File: src/rtl/tao_xung_if.sv
// Square-wave generator bus: requested frequency in, wave and status out.
interface tao_xung_if;
   logic [6:0] count;
   logic       wave;
   logic [6:0] freq_cur;
   logic       busy;

   modport master (output count, input wave, freq_cur, busy);
   modport slave  (input count, output wave, freq_cur, busy);
endinterface

File: src/rtl/tao_xung.sv
// Programmable square-wave generator. A requested frequency code is turned
// into a half-period count by a sequential restoring divider; the wave keeps
// running at the old period while a new one is computed, and the switch is
// made only on a wave edge so no runt pulse is produced.
module tao_xung #(
   parameter int CLK_HZ = 27000000,
   parameter int FMAX   = 99
) (
   input  logic       main_clk,
   input  logic       rst_n,
   tao_xung_if.slave  bus
);

   localparam logic [6:0]  FMAX_C   = 7'(FMAX);
   localparam logic [24:0] DIVIDEND = 25'(CLK_HZ);

   typedef enum logic [1:0] {IDLE, DIV, LOAD, RUN} state_t;

   state_t      state;
   logic [6:0]  req;
   logic [6:0]  d;
   logic [7:0]  rem;
   logic [24:0] quo;
   logic [4:0]  bit_idx;
   logic        busy_r;
   logic        running;
   logic        wave_r;
   logic [6:0]  freq_r;
   logic [24:0] phase;
   logic [24:0] active;
   logic [24:0] pending;
   logic [6:0]  pend_code;
   logic        pend_vld;

   logic [8:0]  rem_sh;
   logic [7:0]  dvs;
   logic        q_bit;
   logic [7:0]  rem_nxt;
   logic        toggle;

   // Clamp a requested code to the highest supported frequency.
   function automatic logic [6:0] sat_code(input logic [6:0] c);
      return (c > FMAX_C) ? FMAX_C : c;
   endfunction

   // A zero half-period would stall the counter; treat it as one cycle.
   function automatic logic [24:0] fix_half(input logic [24:0] h);
      return (h == 25'd0) ? 25'd1 : h;
   endfunction

   // One restoring-division step: bring down the next dividend bit, subtract 2*d if it fits.
   always_comb begin
      rem_sh  = {rem, DIVIDEND[bit_idx]};
      dvs     = {d, 1'b0};
      q_bit   = (rem_sh >= {1'b0, dvs});
      rem_nxt = q_bit ? 8'(rem_sh - {1'b0, dvs}) : rem_sh[7:0];
      toggle  = running && (phase == active - 25'd1);
   end

   // Sample the requested code every cycle, clamped to the supported range.
   always_ff @(posedge main_clk or negedge rst_n) begin
      if (!rst_n) req <= '0;
      else        req <= sat_code(bus.count);
   end

   // Control FSM plus the free-running wave generator it feeds.
   always_ff @(posedge main_clk or negedge rst_n) begin
      if (!rst_n) begin
         state     <= IDLE;
         d         <= '0;
         rem       <= '0;
         quo       <= '0;
         bit_idx   <= '0;
         busy_r    <= 1'b0;
         running   <= 1'b0;
         wave_r    <= 1'b0;
         freq_r    <= '0;
         phase     <= '0;
         active    <= '0;
         pending   <= '0;
         pend_code <= '0;
         pend_vld  <= 1'b0;
      end else begin
         // The wave keeps running through DIV and LOAD so the current half-period is never stretched.
         if (running) begin
            if (toggle) begin
               wave_r <= ~wave_r;
               phase  <= '0;
               if (pend_vld) begin
                  active   <= pending;
                  freq_r   <= pend_code;
                  pend_vld <= 1'b0;
               end
            end else begin
               phase <= phase + 25'd1;
            end
         end

         case (state)
            IDLE: begin
               if (req != 7'd0) begin
                  state   <= DIV;
                  d       <= req;
                  busy_r  <= 1'b1;
                  rem     <= '0;
                  quo     <= '0;
                  bit_idx <= 5'd24;
               end
            end

            DIV: begin
               rem <= rem_nxt;
               quo <= {quo[23:0], q_bit};
               if (bit_idx == 5'd0) begin
                  busy_r <= 1'b0;
                  state  <= LOAD;
               end else begin
                  bit_idx <= bit_idx - 5'd1;
               end
            end

            LOAD: begin
               if (!running) begin
                  active  <= fix_half(quo);
                  phase   <= '0;
                  freq_r  <= d;
                  running <= 1'b1;
               end else begin
                  pending   <= fix_half(quo);
                  pend_code <= d;
                  pend_vld  <= 1'b1;
               end
               state <= RUN;
            end

            RUN: begin
               if (req == 7'd0) begin
                  // Let a high phase complete before parking the output low.
                  if (!wave_r || toggle) begin
                     state    <= IDLE;
                     running  <= 1'b0;
                     wave_r   <= 1'b0;
                     freq_r   <= '0;
                     phase    <= '0;
                     active   <= '0;
                     pend_vld <= 1'b0;
                  end
               end else if (req != freq_r && !pend_vld) begin
                  state   <= DIV;
                  d       <= req;
                  busy_r  <= 1'b1;
                  rem     <= '0;
                  quo     <= '0;
                  bit_idx <= 5'd24;
               end
            end

            default: state <= IDLE;
         endcase
      end
   end

   assign bus.wave     = wave_r;
   assign bus.freq_cur = freq_r;
   assign bus.busy     = busy_r;

endmodule

File: src/flat_wrapper.sv
// flat-port wrapper written by rule: the top's interface ports become plain ports
module tao_xung_flat 
#(
   parameter int CLK_HZ = 27000000,
   parameter int FMAX   = 99
)
  (main_clk, rst_n, bus_count, bus_wave, bus_freq_cur, bus_busy);
  tao_xung_if bus_i ();
  input  logic main_clk;
  input  logic rst_n;
  input wire logic [$bits(bus_i.count)-1:0] bus_count;
  output wire logic [$bits(bus_i.wave)-1:0] bus_wave;
  output wire logic [$bits(bus_i.freq_cur)-1:0] bus_freq_cur;
  output wire logic [$bits(bus_i.busy)-1:0] bus_busy;
  assign bus_i.count = bus_count;
  assign bus_wave = bus_i.wave;
  assign bus_freq_cur = bus_i.freq_cur;
  assign bus_busy = bus_i.busy;
  tao_xung #(.CLK_HZ(CLK_HZ), .FMAX(FMAX)) u_core (.main_clk(main_clk), .rst_n(rst_n), .bus(bus_i));
endmodule
File: config.mk
export PLATFORM = sky130hd
export DESIGN_NAME = tao_xung_flat
export DESIGN_NICKNAME = d
export VERILOG_FILES = /design/src/rtl/tao_xung_if.sv /design/src/rtl/tao_xung.sv /design/src/flat_wrapper.sv
export SDC_FILE = /design/constraint.sdc
export NUM_CORES = 1
export LEC_CHECK = 0
export CAP_MARGIN = 15
export CORE_MARGIN = 2
export CORE_UTILIZATION = 63
export DETAILED_ROUTE_END_ITERATION = 10
export PLACE_DENSITY = 0.81
export SETUP_SLACK_MARGIN = 0.05
export SLEW_MARGIN = 20
export SYNTH_ARGS = -nofsm -noshare
export SYNTH_HDL_FRONTEND = slang
export SYNTH_SLANG_ARGS = --single-unit
export TNS_END_PERCENT = 10
File: constraint.sdc
create_clock -name main_clk -period 4.9 [get_ports main_clk]
set_input_delay 0.49 -clock main_clk [delete_from_list [all_inputs] [get_ports main_clk]]
set_output_delay 0.49 -clock main_clk [all_outputs]
set_load 0.1 [all_outputs]
Yosys cells after proc, flatten, opt, wreduce, memory -nomap -nowiden:

Memories as Yosys holds them, arrays and structs flattened.
Cells that the tools add are included.

* register bits after elaboration: 147
* memory bits (read-only): 32
* bits of input ports: 9
* output and inout bits: 9
* logic and storage cells: 124
* memories kept: 1

Memory list
* (no name shown): words 32, bits a word 1, rd ports 1, clocked after Yosys merged registers in 0, write ports 0, line tao_xung.sv:53 `rem_sh = {rem, DIVIDEND[bit_idx]};`

* $add $sub $neg: 4
* order comparisons: 3
* equal/unequal tests: 14
* multiplexer cells: 66
* bitwise logic cells: 1
* reduce and logical (&&, ||, !) cells: 20

Operators with widths (number)
* 2-to-1 mux 25 bit: 15
* case mux 25 bit (2 select lines): 2
* case mux 25 bit (3 select lines): 1
* 2-to-1 mux 7 bit: 10
* 2-to-1 mux 8 bit: 4
* case mux 7 bit (2 select lines): 2
* adder 25 x 1 -> 25 bit (second input constant): 1
* == test 25 bit: 1
* logical NOT 25 bit: 1
* subtractor 25 x 1 -> 25 bit (second input constant): 1
* case mux 8 bit (3 select lines): 1
* 2-to-1 mux 5 bit: 4
* 2-to-1 mux 1 bit: 17
* case mux 5 bit (3 select lines): 1
* AND reduction 4 bit: 3
* 2-to-1 mux 2 bit: 5
* inequality test 2 x 1 -> 1 bit (second input constant): 5
* AND reduction 5 bit: 2
* >= comparator 9 x 8 -> 1 bit: 1
* case mux 2 bit (4 select lines): 1
* subtractor 8 bit: 1
* > comparator 7 bit (second input constant): 1
* logical NOT 7 bit: 1
* inequality test 7 bit: 1
* other kinds (20): 26

Logic depth before layout (Yosys ltp):

* depth after elaboration: 8
* depth in mapped cells: 15
* depth with buffers taken out: 15

Worst setup path before layout:

OpenSTA, ideal clock, no wires.

* path type: reg-to-reg
* from: reg u_core.active[0]
* to: reg u_core.active[14]
* library setup time: 0.123 ns
* data arrival time: 3.441 ns
* required time: 4.777 ns
* path slack: 1.336 ns
* stages on the path, launching flop included: 15
* buffers on the path: 1
* cells stage by stage: dfrtp_1 > inv_1 > ha_1 > or4b_4 > or4_1 > o31ai_1 > and4_1 > nand4b_1 > ha_1 > o21a_1 > nand2b_1 > clkbuf_1 > o22a_1 > o21ai_0 > a21oi_1

* cells in the longest elaborated chain, start to end: 8

Ends and longest elaborated chain
* start, declared: line tao_xung.sv:30 `logic [24:0] active;`
* start signal, assigned: line tao_xung.sv:90 `active <= pending;`
* start signal, assigned: line tao_xung.sv:124 `active <= fix_half(quo);`
* subtractor 25 x 1 -> 25 bit *: line tao_xung.sv:57 `toggle = running && (phase == active - 25'd1);`
* == test 25 bit *: line tao_xung.sv:57
* logical AND 1 bit *: line tao_xung.sv:57
* 2-to-1 mux 25 bit: line tao_xung.sv:86 `if (toggle) begin`
* 2-to-1 mux 25 bit: line tao_xung.sv:85 `if (running) begin`
* 2-to-1 mux 25 bit: line tao_xung.sv:139 `if (!wave_r || toggle) begin`
* 2-to-1 mux 25 bit: line tao_xung.sv:137 `if (req == 7'd0) begin`
* case mux 25 bit (2 select lines) *: line tao_xung.sv:99 `case (state)`

Mark *: on every way between the ends. The rest lies on a longest branch, timed or not.
A chain may end at the register's enable or synchronous reset.

Worst setup path after layout:

* from: reg u_core.active[0]
* to: reg u_core.active[10]

The elaborated chain is that of the path after synthesis.

==> results.toml <==
[logic_synthesis]
synth_top_family_by_area = "compound AO/OA/AOI/OAI gates"
yosys.area_share.simple = 0.166
syn-instance-count = 945
async_flop_share = 1.00
ys_types = 65
synth.most_common_cell = "dfrtp_1"
synth_common_cells = "147 x dfrtp_1, 114 x nand2_1, 85 x o21ai_0"
synth_mux_area_frac = 0.0633
synthTopCellsByArea = "dfrtp_1 42%, nand2_1 4.9%, o21ai_0 4.9%, mux2i_1 4.3%, xor2_1 3.6%"
synth.avg_cell_area_um2 = 9.20
syn_nets = 973
synth_seq_cells = 147
yosys_warnings = 0
synth.top_cell.area_share = 0.423
yosysSeqAreaShare = 0.423
synth-xor-area-share = 0.0665
synthFlopType = "dfrtp_1"
netlist_area_um2 = 8690
synth_compound_area_frac = 0.194
synth_enable_flop_cells = 0
synth-adder-area-share = 0.0294
yosysTopAreaCell = "dfrtp_1"

[timing]
slew_viol_final = 0
finalWorstPathRequiredPeriod_ps = 4250
rsz0062_at_grt = "no"
setup-violations-final = 0
slew_headroom = 0.324
finClkSkew_ps = 11.8
fin_crit_sh = 0.868
tns_ps = 0
tightest_slew_ps = 1010
hold_slack_ps = 163
hold_violations = 0
max_freq_mhz = 235

[floorplanning]
die_h_um = 121
core_um2 = 13300
chipWidth_um = 121
dieArea_um2 = 14800
ioPinCount = 18
start_util = 0.651
num_rows = 42

[critical_path]
slowest_stage = "dfrtp_1"
worst-path-buf-inv = 2
path_common_cell = "ha_1"
cp_max_fo = 13
crit_path_start_kind = "flip-flop"
max_stage_delay_ps = 410
cp.required_ps = 5220
endpoint_kind = "flip-flop"
path_class = "reg -> reg"
crit_chain = "inv_1 > ha_1 > nor4b_4 > nand4_1 > o31a_1 > a211oi_1 > and4b_1 > nand4b_1 > ha_1 > o21a_1 > nand2b_1 > buf_4 > o22a_1 > o21ai_0 > a21oi_1"
cp.arrival_ps = 4580
critical_path.top_delay_family = "simple AND/OR/NAND/NOR gates"

[finish]
area_growth_pct = 8.16
nNetsFinal = 951
finish.utilization = 0.704
fin_cells = 1112
num_antenna_cells = 0
drive_gt1_frac = 0.0737
fillers = 1037

[routing]
vias = 7090
drt_iter0_markers = 673
drt-total-wl_mm = 21.0
vias_per_cell = 6.38
antenna_left = 0
drt_first_pass_iters = 6
drc = 0
wl_per_cell_um = 18.9

[grt]
overflow = 0
grt_pass1_wl_mm = 35.0
antenna_found_initial = 0
grt_max_degree = 107
grt_usage = 0.305
grt_pass1_vias = 6826

[power]
power.density_nw_per_um2 = 541
ir_drop_mv = 0.530
power_leakage_nw = 3.98

[clocking]
cts_max_level = 4
cts-root-buf = "clkbuf_16"
cts_hold_buffers = 0
cts_tree = "built"
clkLatencyLatePin_ps = 440
path_clk_slew_ps = 60
cts_resized = 0
clk_path_buf_depth = 2
cts_sinks = 147
post_cts_buffers = 0
cts_inserted_buffers = 17

[place]
hpwl_mm = 13.5
gp_congestion = 0.945
dp_cells = 1080
place.port_buffers = 17

[worst_hold_path]
hold_path_class = "in -> async"

[status]
outcome = "finished clean"

[run]
drv_cap = 0
[path summary, 6_finish.rpt]
check	start	end	slack [ps]	depth (start not counted)
min	rst_n	u_core.bit_idx[1]	160	1
max	u_core.active[0]	u_core.active[10]	650	15
min in group main_clk	u_core.pending[21]	u_core.pending[21]	480	2
min reg2reg	u_core.pending[21]	u_core.pending[21]	480	2
max in group asynchronous	rst_n	u_core.phase[18]	3610	2
max reg2reg	u_core.active[0]	u_core.active[10]	650	15
[per-stage QoR]
| step | cell area (µm²) | power (mW) | setup WS [ps] |
|---|---|---|---|
| 2_1_floorplan | 8690 | 3.27 | 1340 |
| 3_3_place_gp | 8820 | 3.73 | 816 |
| 3_5_place_dp | 8820 | 3.78 | 753 |
| 4_1_cts | 9400 | 5.06 | 681 |
| 5_1_grt | 9400 | 5.40 | 311 |
| 6_report | 9400 | 5.08 | 647 |
[metal layers]
layer,global-route usage,share of wire,wire [µm],up-vias
met5,0,0,0,-
met4,0.116,0.027,571,0
met3,0.0705,0.069,1460,49
met2,0.472,0.46,9720,298
met1,0.419,0.44,9260,3407
li1,-,-,-,3336
[power breakdown]
part	switching [mW]	internal, mW
Clock	0.540	0.732
Combinational	1.44	0.833
Sequential	0.169	1.37
Total	2.15	2.93
[placed cells by master (no fill, tap or decap), drive strengths merged, types with 5 or more instances in the layout]
cell type and instances:
inv 42, or4 5, nand4 12, nor2 59
nand3 17, clkinv 5, nor3 13, ha 18
o22a 22, a22o 21, nand2 114, xnor2 30
nor2b 6, nand2b 11, o31ai 23, o2bb2ai 10
clkbuf 20, mux2i 37, mux2 16, nor4 19
o21ai 85, buf 12, dfrtp 147, xor2 36
or3 7, clkdlybuf4s50 16, and2 6, a221o 11
a21oi 54
[flip-flops by register name, indices dropped and copies added, names as in the netlist]
signal,cells
u_core.active,25
u_core.pend_code,7
u_core.state,2
u_core.bus.freq_cur,7
u_core.bit_idx,5
u_core.quo,25
u_core.rem,8
u_core.phase,25
u_core.running,1
u_core.req,7
u_core.bus.wave,1
u_core.bus.busy,1
u_core.d,7
u_core.pend_vld,1
u_core.pending,25
[cell families after synthesis]
family          Yosys count
fa+ha+maj                20
simple gates            294
flops                   147
mux                      53
xor+xnor                 66
compound gates          257
buf+inv                 108
[final cells by class]
| class | count | area [µm²] | share of cell area |
|---|---|---|---|
| inverter | 39 | 146 | 0.0156 |
| timing repair buffer | 28 | 254 | 0.0270 |
| clock buffer | 20 | 457 | 0.0486 |
| clock inverter | 12 | 121 | 0.0129 |
| tap | 176 | 220 | 0.0234 |
| sequential | 147 | 3680 | 0.391 |
| multi-input combinational | 690 | 4520 | 0.481 |
(Power assumes the default switching activity.)
